==> src/rtl/ocpi_wsi_pkg.sv <==
// ocpi_wsi_pkg
// Purpose : shared WSI (streaming write) definitions for the ADC packetizer.
// Contents: MCmd encodings and the WSI field widths.
package ocpi_wsi_pkg;

  localparam int DATA_W = 32;
  localparam int BLEN_W = 12;
  localparam int INFO_W = 8;
  localparam int BE_W   = 4;

  typedef enum logic [2:0] {
    MCMD_IDLE = 3'd0,
    MCMD_WR   = 3'd1
  } mcmd_e;

endpackage

==> src/rtl/ocpi_sync_fifo.sv <==
// ocpi_sync_fifo
// Purpose : single-clock first-word-fall-through FIFO.
// Ports   : clk, rst_n (synchronous active-low, empties the FIFO)
//           push/din  - write when not full, or when full and popping
//           pop/dout  - dout always shows the head word; pop advances it
//           full, empty, count
module ocpi_sync_fifo #(
  parameter int WIDTH = 32,
  parameter int DEPTH = 16
) (
  input  logic                     clk,
  input  logic                     rst_n,
  input  logic                     push,
  input  logic                     pop,
  input  logic [WIDTH-1:0]         din,
  output logic [WIDTH-1:0]         dout,
  output logic                     full,
  output logic                     empty,
  output logic [$clog2(DEPTH):0]   count
);

  localparam int AW = $clog2(DEPTH);

  logic [WIDTH-1:0] mem [DEPTH];
  logic [AW-1:0]    wr_ptr;
  logic [AW-1:0]    rd_ptr;
  logic             wr_en;
  logic             rd_en;

  assign full  = (count == (AW+1)'(DEPTH));
  assign empty = (count == '0);
  assign dout  = mem[rd_ptr];

  // A full FIFO still accepts a write in the cycle its head is popped.
  assign wr_en = push && (!full || pop);
  assign rd_en = pop && !empty;

  always_ff @(posedge clk) begin
    if (wr_en) mem[wr_ptr] <= din;
  end

  always_ff @(posedge clk) begin
    if (!rst_n) begin
      wr_ptr <= '0;
      rd_ptr <= '0;
      count  <= '0;
    end else begin
      if (wr_en) wr_ptr <= wr_ptr + 1'b1;
      if (rd_en) rd_ptr <= rd_ptr + 1'b1;
      case ({wr_en, rd_en})
        2'b10:   count <= count + 1'b1;
        2'b01:   count <= count - 1'b1;
        default: count <= count;
      endcase
    end
  end

endmodule

==> src/rtl/wsi_adc_packetizer.sv <==
// wsi_adc_packetizer
// Purpose : buffers a raw ADC sample stream and emits it as precise WSI
//           write bursts of MSG_WORDS words; drops (and counts) samples
//           arriving while the FIFO is full.
// Ports   : CLK, RST_N (synchronous active-low)
//           enable, clr_stats, adc_valid, adc_data   - control / capture
//           wsi_m_adc_*                              - registered WSI master
//           overrun_cnt, overrun_flag, busy          - status
//
// state | meaning
// IDLE  | no burst open; starts one when data, enable and a ready slave meet
// BURST | burst open; one data beat per cycle when slave ready and FIFO has data
// PAD   | enable dropped mid-burst; drain FIFO, then zero beats until the last
module wsi_adc_packetizer
  import ocpi_wsi_pkg::*;
#(
  parameter int                FIFO_DEPTH = 16,
  parameter int                MSG_WORDS  = 256,
  parameter logic [INFO_W-1:0] OPCODE     = 8'h00
) (
  input  logic              CLK,
  input  logic              RST_N,
  input  logic              enable,
  input  logic              clr_stats,
  input  logic              adc_valid,
  input  logic [DATA_W-1:0] adc_data,
  output logic [2:0]        wsi_m_adc_MCmd,
  output logic              wsi_m_adc_MReqLast,
  output logic              wsi_m_adc_MBurstPrecise,
  output logic [BLEN_W-1:0] wsi_m_adc_MBurstLength,
  output logic [DATA_W-1:0] wsi_m_adc_MData,
  output logic [BE_W-1:0]   wsi_m_adc_MByteEn,
  output logic [INFO_W-1:0] wsi_m_adc_MReqInfo,
  input  logic              wsi_m_adc_SThreadBusy,
  input  logic              wsi_m_adc_SReset_n,
  output logic              wsi_m_adc_MReset_n,
  output logic [15:0]       overrun_cnt,
  output logic              overrun_flag,
  output logic              busy
);

  typedef enum logic [1:0] {ST_IDLE, ST_BURST, ST_PAD} state_e;

  localparam logic [BLEN_W-1:0] LAST_BEAT = BLEN_W'(MSG_WORDS - 1);
  localparam logic [BLEN_W-1:0] BURST_LEN = BLEN_W'(MSG_WORDS);

  state_e            state, state_nxt;
  logic [BLEN_W-1:0] beat_cnt, beat_nxt;
  logic              fifo_push, fifo_pop, fifo_full, fifo_empty, fifo_rst_n;
  logic [DATA_W-1:0] fifo_dout;
  logic              launch, pad_beat, capture, overrun;

  // A peer reset flushes the FIFO on the same edge it idles the FSM.
  assign fifo_rst_n = RST_N & wsi_m_adc_SReset_n;
  assign capture    = adc_valid && enable && wsi_m_adc_SReset_n;
  assign fifo_push  = capture && (!fifo_full || fifo_pop);
  assign overrun    = capture && fifo_full && !fifo_pop;
  assign busy       = (state != ST_IDLE);

  ocpi_sync_fifo #(
    .WIDTH (DATA_W),
    .DEPTH (FIFO_DEPTH)
  ) u_fifo (
    .clk   (CLK),
    .rst_n (fifo_rst_n),
    .push  (fifo_push),
    .pop   (fifo_pop),
    .din   (adc_data),
    .dout  (fifo_dout),
    .full  (fifo_full),
    .empty (fifo_empty),
    .count ()
  );

  always_ff @(posedge CLK) begin
    if (!RST_N) begin
      state    <= ST_IDLE;
      beat_cnt <= '0;
    end else begin
      state    <= state_nxt;
      beat_cnt <= beat_nxt;
    end
  end

  always_comb begin
    state_nxt = state;
    beat_nxt  = beat_cnt;
    fifo_pop  = 1'b0;
    launch    = 1'b0;
    pad_beat  = 1'b0;
    if (!wsi_m_adc_SReset_n) begin
      state_nxt = ST_IDLE;
      beat_nxt  = '0;
    end else begin
      case (state)
        ST_IDLE: begin
          if (enable && !fifo_empty && !wsi_m_adc_SThreadBusy) begin
            fifo_pop = 1'b1;
            launch   = 1'b1;
          end
        end
        ST_BURST: begin
          if (!wsi_m_adc_SThreadBusy && !fifo_empty) begin
            fifo_pop = 1'b1;
            launch   = 1'b1;
          end
          if (!enable) state_nxt = ST_PAD;
        end
        ST_PAD: begin
          // Leftover samples go out first; zero beats only once drained.
          if (!wsi_m_adc_SThreadBusy) begin
            launch   = 1'b1;
            fifo_pop = !fifo_empty;
            pad_beat = fifo_empty;
          end
        end
        default: state_nxt = ST_IDLE;
      endcase
      if (launch) begin
        if (beat_cnt == LAST_BEAT) begin
          beat_nxt  = '0;
          state_nxt = ST_IDLE;
        end else begin
          beat_nxt = beat_cnt + 1'b1;
          if (state == ST_IDLE) state_nxt = ST_BURST;
        end
      end
    end
  end

  always_ff @(posedge CLK) begin
    if (!RST_N) begin
      wsi_m_adc_MReset_n      <= 1'b0;
      wsi_m_adc_MCmd          <= MCMD_IDLE;
      wsi_m_adc_MReqLast      <= 1'b0;
      wsi_m_adc_MBurstPrecise <= 1'b0;
      wsi_m_adc_MBurstLength  <= '0;
      wsi_m_adc_MData         <= '0;
      wsi_m_adc_MByteEn       <= '0;
      wsi_m_adc_MReqInfo      <= '0;
    end else begin
      wsi_m_adc_MReset_n      <= 1'b1;
      wsi_m_adc_MCmd          <= launch ? MCMD_WR : MCMD_IDLE;
      wsi_m_adc_MReqLast      <= launch && (beat_cnt == LAST_BEAT);
      wsi_m_adc_MBurstPrecise <= launch;
      wsi_m_adc_MBurstLength  <= launch ? BURST_LEN : '0;
      wsi_m_adc_MData         <= (launch && !pad_beat) ? fifo_dout : '0;
      wsi_m_adc_MByteEn       <= (launch && !pad_beat) ? 4'hF : 4'h0;
      wsi_m_adc_MReqInfo      <= launch ? OPCODE : '0;
    end
  end

  // Clear takes priority over a simultaneous drop.
  always_ff @(posedge CLK) begin
    if (!RST_N || clr_stats) begin
      overrun_cnt  <= '0;
      overrun_flag <= 1'b0;
    end else if (overrun) begin
      overrun_flag <= 1'b1;
      if (overrun_cnt != 16'hFFFF) overrun_cnt <= overrun_cnt + 1'b1;
    end
  end

endmodule

==> config.mk <==
export PLATFORM = sky130hd
export DESIGN_NAME = wsi_adc_packetizer
export DESIGN_NICKNAME = d
export VERILOG_FILES = /design/src/rtl/ocpi_wsi_pkg.sv /design/src/rtl/ocpi_sync_fifo.sv /design/src/rtl/wsi_adc_packetizer.sv
export SDC_FILE = /design/constraint.sdc
export NUM_CORES = 1
export LEC_CHECK = 0
export BUFFER_PORTS_ARGS = -buffer_cell sky130_fd_sc_hd__buf_2
export CORE_MARGIN = 2
export CORE_UTILIZATION = 40
export CTS_CLUSTER_DIAMETER = 40
export CTS_CLUSTER_SIZE = 12
export DETAILED_ROUTE_END_ITERATION = 10
export GPL_ROUTABILITY_DRIVEN = 0
export GPL_TIMING_DRIVEN = 0
export HOLD_SLACK_MARGIN = 0.05
export SYNTH_ARGS = -nofsm -noshare
export SYNTH_HDL_FRONTEND = slang
export SYNTH_SLANG_ARGS = --single-unit
==> constraint.sdc <==
create_clock -name CLK -period 4.5 [get_ports CLK]
set_clock_uncertainty 0.2 [all_clocks]
set_input_delay 0 -clock CLK [delete_from_list [all_inputs] [get_ports CLK]]
set_output_delay 0 -clock CLK [all_outputs]
set_load 0.005 [all_outputs]
==> tab_implementation.tex <==
\begin{tabular}{lr}
\hline
Metric & Value \\
\hline
\multicolumn{2}{l}{\textbf{Job}} \\
\quad Number of violations of the max-capacitance limit & 0 \\
\multicolumn{2}{l}{\textbf{Setup path}} \\
\quad Element type at the critical path start & register \\
\quad Critical Path Sink & u\_fifo.count[4] \\
\quad Type of destination of the critical path & register \\
\quad Flop2flop setup slack & 0.82 ns \\
\quad Worst r2r src & u\_fifo.count[0] \\
\quad Worst path arrival time & 4.03 ns \\
\quad Reg2Reg Depth & 14 \\
\quad First element of the critical path & u\_fifo.count[0] \\
\quad Terminus of the critical flop-to-flop path & u\_fifo.count[4] \\
\quad Worst endpoint required time & 4.85 ns \\
\quad Worst setup path class & register to register \\
\quad Critical-path maximum fanout & 10 \\
\multicolumn{2}{l}{\textbf{Clocking}} \\
\quad CTS max path bufs & 3 \\
\quad Maximum level of the CTS H-tree & 3 \\
\quad Clock root buffer master & sky130\_fd\_sc\_hd\_\_clkbuf\_16 \\
\quad Clock edge transition at the registers on the reported setup and hold paths & 0.05 ns \\
\quad Total CTS buffers & 89 \\
\quad Clock sink count & 592 \\
\quad Clk\_lat worst skew & 0.63 ns \\
\quad Post-CTS setup buffer count & 0 \\
\quad TritonCTS clock tree & done \\
\multicolumn{2}{l}{\textbf{Timing}} \\
\quad RSZ-0062 raised after global routing & no \\
\quad Final Slew Violations & 0 \\
\quad Worst-case headroom to the max-slew limit & 0.287 \\
\quad Ratio of final minimum period to clock period & 0.819 \\
\quad Time the final worst path needs with I/O delays and setup & 3.68 ns \\
\quad Max Clock Freq & 271 MHz \\
\quad Final TNS setup & 0 ns \\
\quad Actual transition at the worst max-transition pin & 1.07 ns \\
\quad Endpoints failing setup & 0 \\
\quad Hold violation count in the final report & 0 \\
\multicolumn{2}{l}{\textbf{Pwr}} \\
\quad Max IR drop VDD & 0.000366 V \\
\quad Part of the power in registers & 0.455 \\
\quad Switching component of the power & 0.00271 W \\
\quad Internal Power & 0.0104 W \\
\quad Combinational fraction of design power & 0.014 \\
\quad Cell Pwr Density & 470 nW/µm² \\
\quad Clk pwr share & 0.531 \\
\quad Proportion of total power due to net switching & 0.206 \\
\quad Total leakage power & 9.17 nW \\
\multicolumn{2}{l}{\textbf{Cells and area}} \\
\quad Area taken by flip-flops and latches & 17000 µm² \\
\quad Final Instance Area & 27900 µm² \\
\quad Fillers & 4563 \\
\quad Top library cells by usage in the layout, fill and taps aside & sky130\_fd\_sc\_hd\_\_edfxtp\_1 (512), sky130\_fd\_sc\_hd\_\_mux4\_2 (128), sky130\_fd\_sc\_hd\_\_buf\_2 (109) \\
\quad Layout-stage area growth over the synthesis result & 24.4\% \\
\quad Most common cell after layout, fill and taps aside & sky130\_fd\_sc\_hd\_\_edfxtp\_1 \\
\quad Layout cell share with drive strength beyond 1 & 0.311 \\
\quad Area used by multi-input combinational logic & 5160 µm² \\
\quad Nets & 1472 \\
\multicolumn{2}{l}{\textbf{Placed design}} \\
\quad Post-DP HPWL & 31.1 mm \\
\quad Input/output buffers & 97 \\
\quad Standard cell area after detailed placement & 24500 µm² \\
\multicolumn{2}{l}{\textbf{Synth}} \\
\quad Yosys reg bits & 592 \\
\quad Cell Area, Synth & 22500 µm² \\
\quad Avg Cell Area, Syn & 19.6 µm² \\
\quad Yosys warns & 0 \\
\quad Sequential share of the synthesized area & 0.756 \\
\quad Syn Inst Count & 1148 \\
\quad Yosys cell types & 43 \\
\multicolumn{2}{l}{\textbf{Route}} \\
\quad Number of detailed-routing iterations run before antenna repair & 7 \\
\quad Average wire length per cell after detail routing & 22.2 µm \\
\quad Total length of routed wires & 49.9 mm \\
\quad Number of vias per cell after detailed routing & 5.23 \\
\quad Total vias in the final route & 11700 \\
\quad Violation count after the first detailed-route iteration & 998 \\
\quad Remaining DRCs & 0 \\
\quad Post-DRT Antenna Nets & 0 \\
\multicolumn{2}{l}{\textbf{Die}} \\
\quad Die area & 58000 µm² \\
\quad Die span in x & 241 µm \\
\quad Ports placed on the boundary & 119 \\
\quad Placeable core region & 55300 µm² \\
\quad Chip Height & 241 µm \\
\quad Effective utilization at floorplan & 0.406 \\
\quad Number of rows in the core area & 86 \\
\multicolumn{2}{l}{\textbf{Global routing}} \\
\quad First-pass GRT wire length & 75.1 mm \\
\quad Number of antenna violations at the first check in global routing & 1 \\
\quad Via count of the first global-routing pass & 12000 \\
\quad Total congestion overflow after global routing & 0 \\
\quad Global routing usage summed across all routing layers & 0.176 \\
\quad Maximum number of pins on one net before global-route repair & 24 \\
\multicolumn{2}{l}{\textbf{Run status}} \\
\quad Outcome & complete, no violations \\
\multicolumn{2}{l}{\textbf{Hold path}} \\
\quad Kind of path behind the tightest hold check & input port to register \\
\hline
\end{tabular}
[timing repair]
item / in CTS / in global routing
hold buffers: 41 / 0
endpoints found under the hold margin: 557 / 0
gates resized for setup: 0 / 0
[state kept, by name (all words and copies together), names as in the netlist]
name                     flops
state                        2
u_fifo.wr_ptr                4
wsi_m_adc_MBurstPrecise      1
beat_cnt                    12
wsi_m_adc_MReset_n           1
u_fifo.rd_ptr                4
u_fifo.count                 5
wsi_m_adc_MData             32
overrun_cnt                 16
overrun_flag                 1
wsi_m_adc_MReqLast           1
u_fifo.mem                 512
wsi_m_adc_MByteEn            1
[worst min-delay path by stage]
stage                 start                  to  slack [ns]  depth (start not counted)
2_1_floorplan         RST_N  wsi_m_adc_MReset_n       -0.17                          0
3_3_place_gp          RST_N  wsi_m_adc_MReset_n       -0.04                          1
3_5_place_dp          RST_N  wsi_m_adc_MReset_n       -0.04                          1
4_1_cts        adc_data[18]   u_fifo.mem[7][18]        0.07                          2
5_1_grt        adc_data[14]   u_fifo.mem[3][14]        0.11                          2
6_report       adc_data[12]   u_fifo.mem[9][12]        0.10                          2
[worst max-delay path, cell delays in order, from the launching register on]
cell,delay [ns]
sky130_fd_sc_hd__dfxtp_1,0.35
sky130_fd_sc_hd__or4_1,0.56
sky130_fd_sc_hd__a211o_1,0.33
sky130_fd_sc_hd__buf_6,0.16
sky130_fd_sc_hd__and2_1,0.13
sky130_fd_sc_hd__clkbuf_1,0.17
sky130_fd_sc_hd__inv_1,0.09
sky130_fd_sc_hd__ha_1,0.24
sky130_fd_sc_hd__inv_1,0.10
sky130_fd_sc_hd__fa_1,0.38
sky130_fd_sc_hd__nor2b_1,0.17
sky130_fd_sc_hd__o21ai_0,0.12
sky130_fd_sc_hd__nor4b_1,0.17
sky130_fd_sc_hd__or3_1,0.32
sky130_fd_sc_hd__a21oi_1,0.12
[kinds of logic (layout without fill, tap and decap cells)]
kind of cell | Yosys count | after routing | synth area share
multiplexers | 130 | 130 | 0.129
buffers and inverters | 100 | 426 | 0.0224
other | 1 | 22 | 0.000167
adder cells (fa/ha/maj) | 12 | 12 | 0.00702
flip-flops | 592 | 592 | 0.756
AO/OA/AOI/OAI | 122 | 122 | 0.0350
XOR/XNOR | 30 | 30 | 0.0117
AND/OR/NAND/NOR | 161 | 161 | 0.0382
[per-stage QoR]
stage / std cells / setup slack, ns / util / hold WS [ns] / total power (W)
3_5_place_dp: 2037 / 0.826 / 0.442 / -0.0350 / 0.00624
6_report: 2243 / 0.817 / 0.505 / 0.101 / 0.0131
5_1_grt: 2242 / 0.585 / 0.505 / 0.111 / 0.0135
2_1_floorplan: 1168 / 0.412 / - / -0.172 / 0.00614
4_1_cts: 2242 / 0.795 / 0.505 / 0.0734 / 0.0132
3_3_place_gp: 2013 / -2.15 / 0.433 / -0.0383 / 0.00623
[cells in the mapped netlist, drive strengths merged]
library cell	instances	area (µm²)
o31ai	1	7.51
a22oi	64	480
or4	1	7.51
ha	11	138
nand2	13	51.3
or2	2	12.5
buf	46	300
edfxtp	512	15400
nor3	9	45.0
o211ai	1	7.51
nand2b	3	18.8
nor2b	4	25.0
or3	8	51.3
mux4	128	2880
xor2	13	114
nor4	13	113
conb	1	3.75
o21ai	7	35.0
fa	1	20.0
inv	12	45.0
nand4	13	81.3
nand3	20	100
nor4b	4	41.3
a21oi	46	230
and3	6	37.5
clkbuf	42	158
mux2i	2	20.0
xnor2	17	149
dfxtp	80	1600
and2	6	37.5
a211o	1	8.76
and4	3	26.3
a21o	1	8.76
nor2	56	210
a211oi	1	7.51
[power by group through the flow]
stage                     Clock (W)  Sequential [W]  Combinational, W
after floorplan                   0         0.00609         0.0000570
after global placement            0         0.00609          0.000142
after detailed placement          0         0.00609          0.000154
after CTS                   0.00709         0.00597          0.000183
after global routing        0.00733         0.00597          0.000202
final                       0.00697         0.00597          0.000181
[area by class of cell]
cell class                 count  share of cell area
multi-input combinational    476               0.185
timing repair buffer         162              0.0465
clock buffer                 103              0.0842
buffer                        88              0.0164
sequential                   592               0.608
inverter                      12             0.00161
tap                          748              0.0335
antenna                        1           0.0000896
clock inverter                61              0.0254
[per-layer routing]
| metal | global-route usage | vias up | wire length (µm) |
|---|---|---|---|
| met2 | 0.282 | 377 | 24300 |
| met3 | 0.0311 | 71 | 2890 |
| met4 | 0.0589 | 0 | 933 |
| met5 | 0 | - | 0 |
| li1 | - | 5207 | - |
| met1 | 0.246 | 6074 | 21700 |
Note: power is estimated with default switching activity, not from simulation.
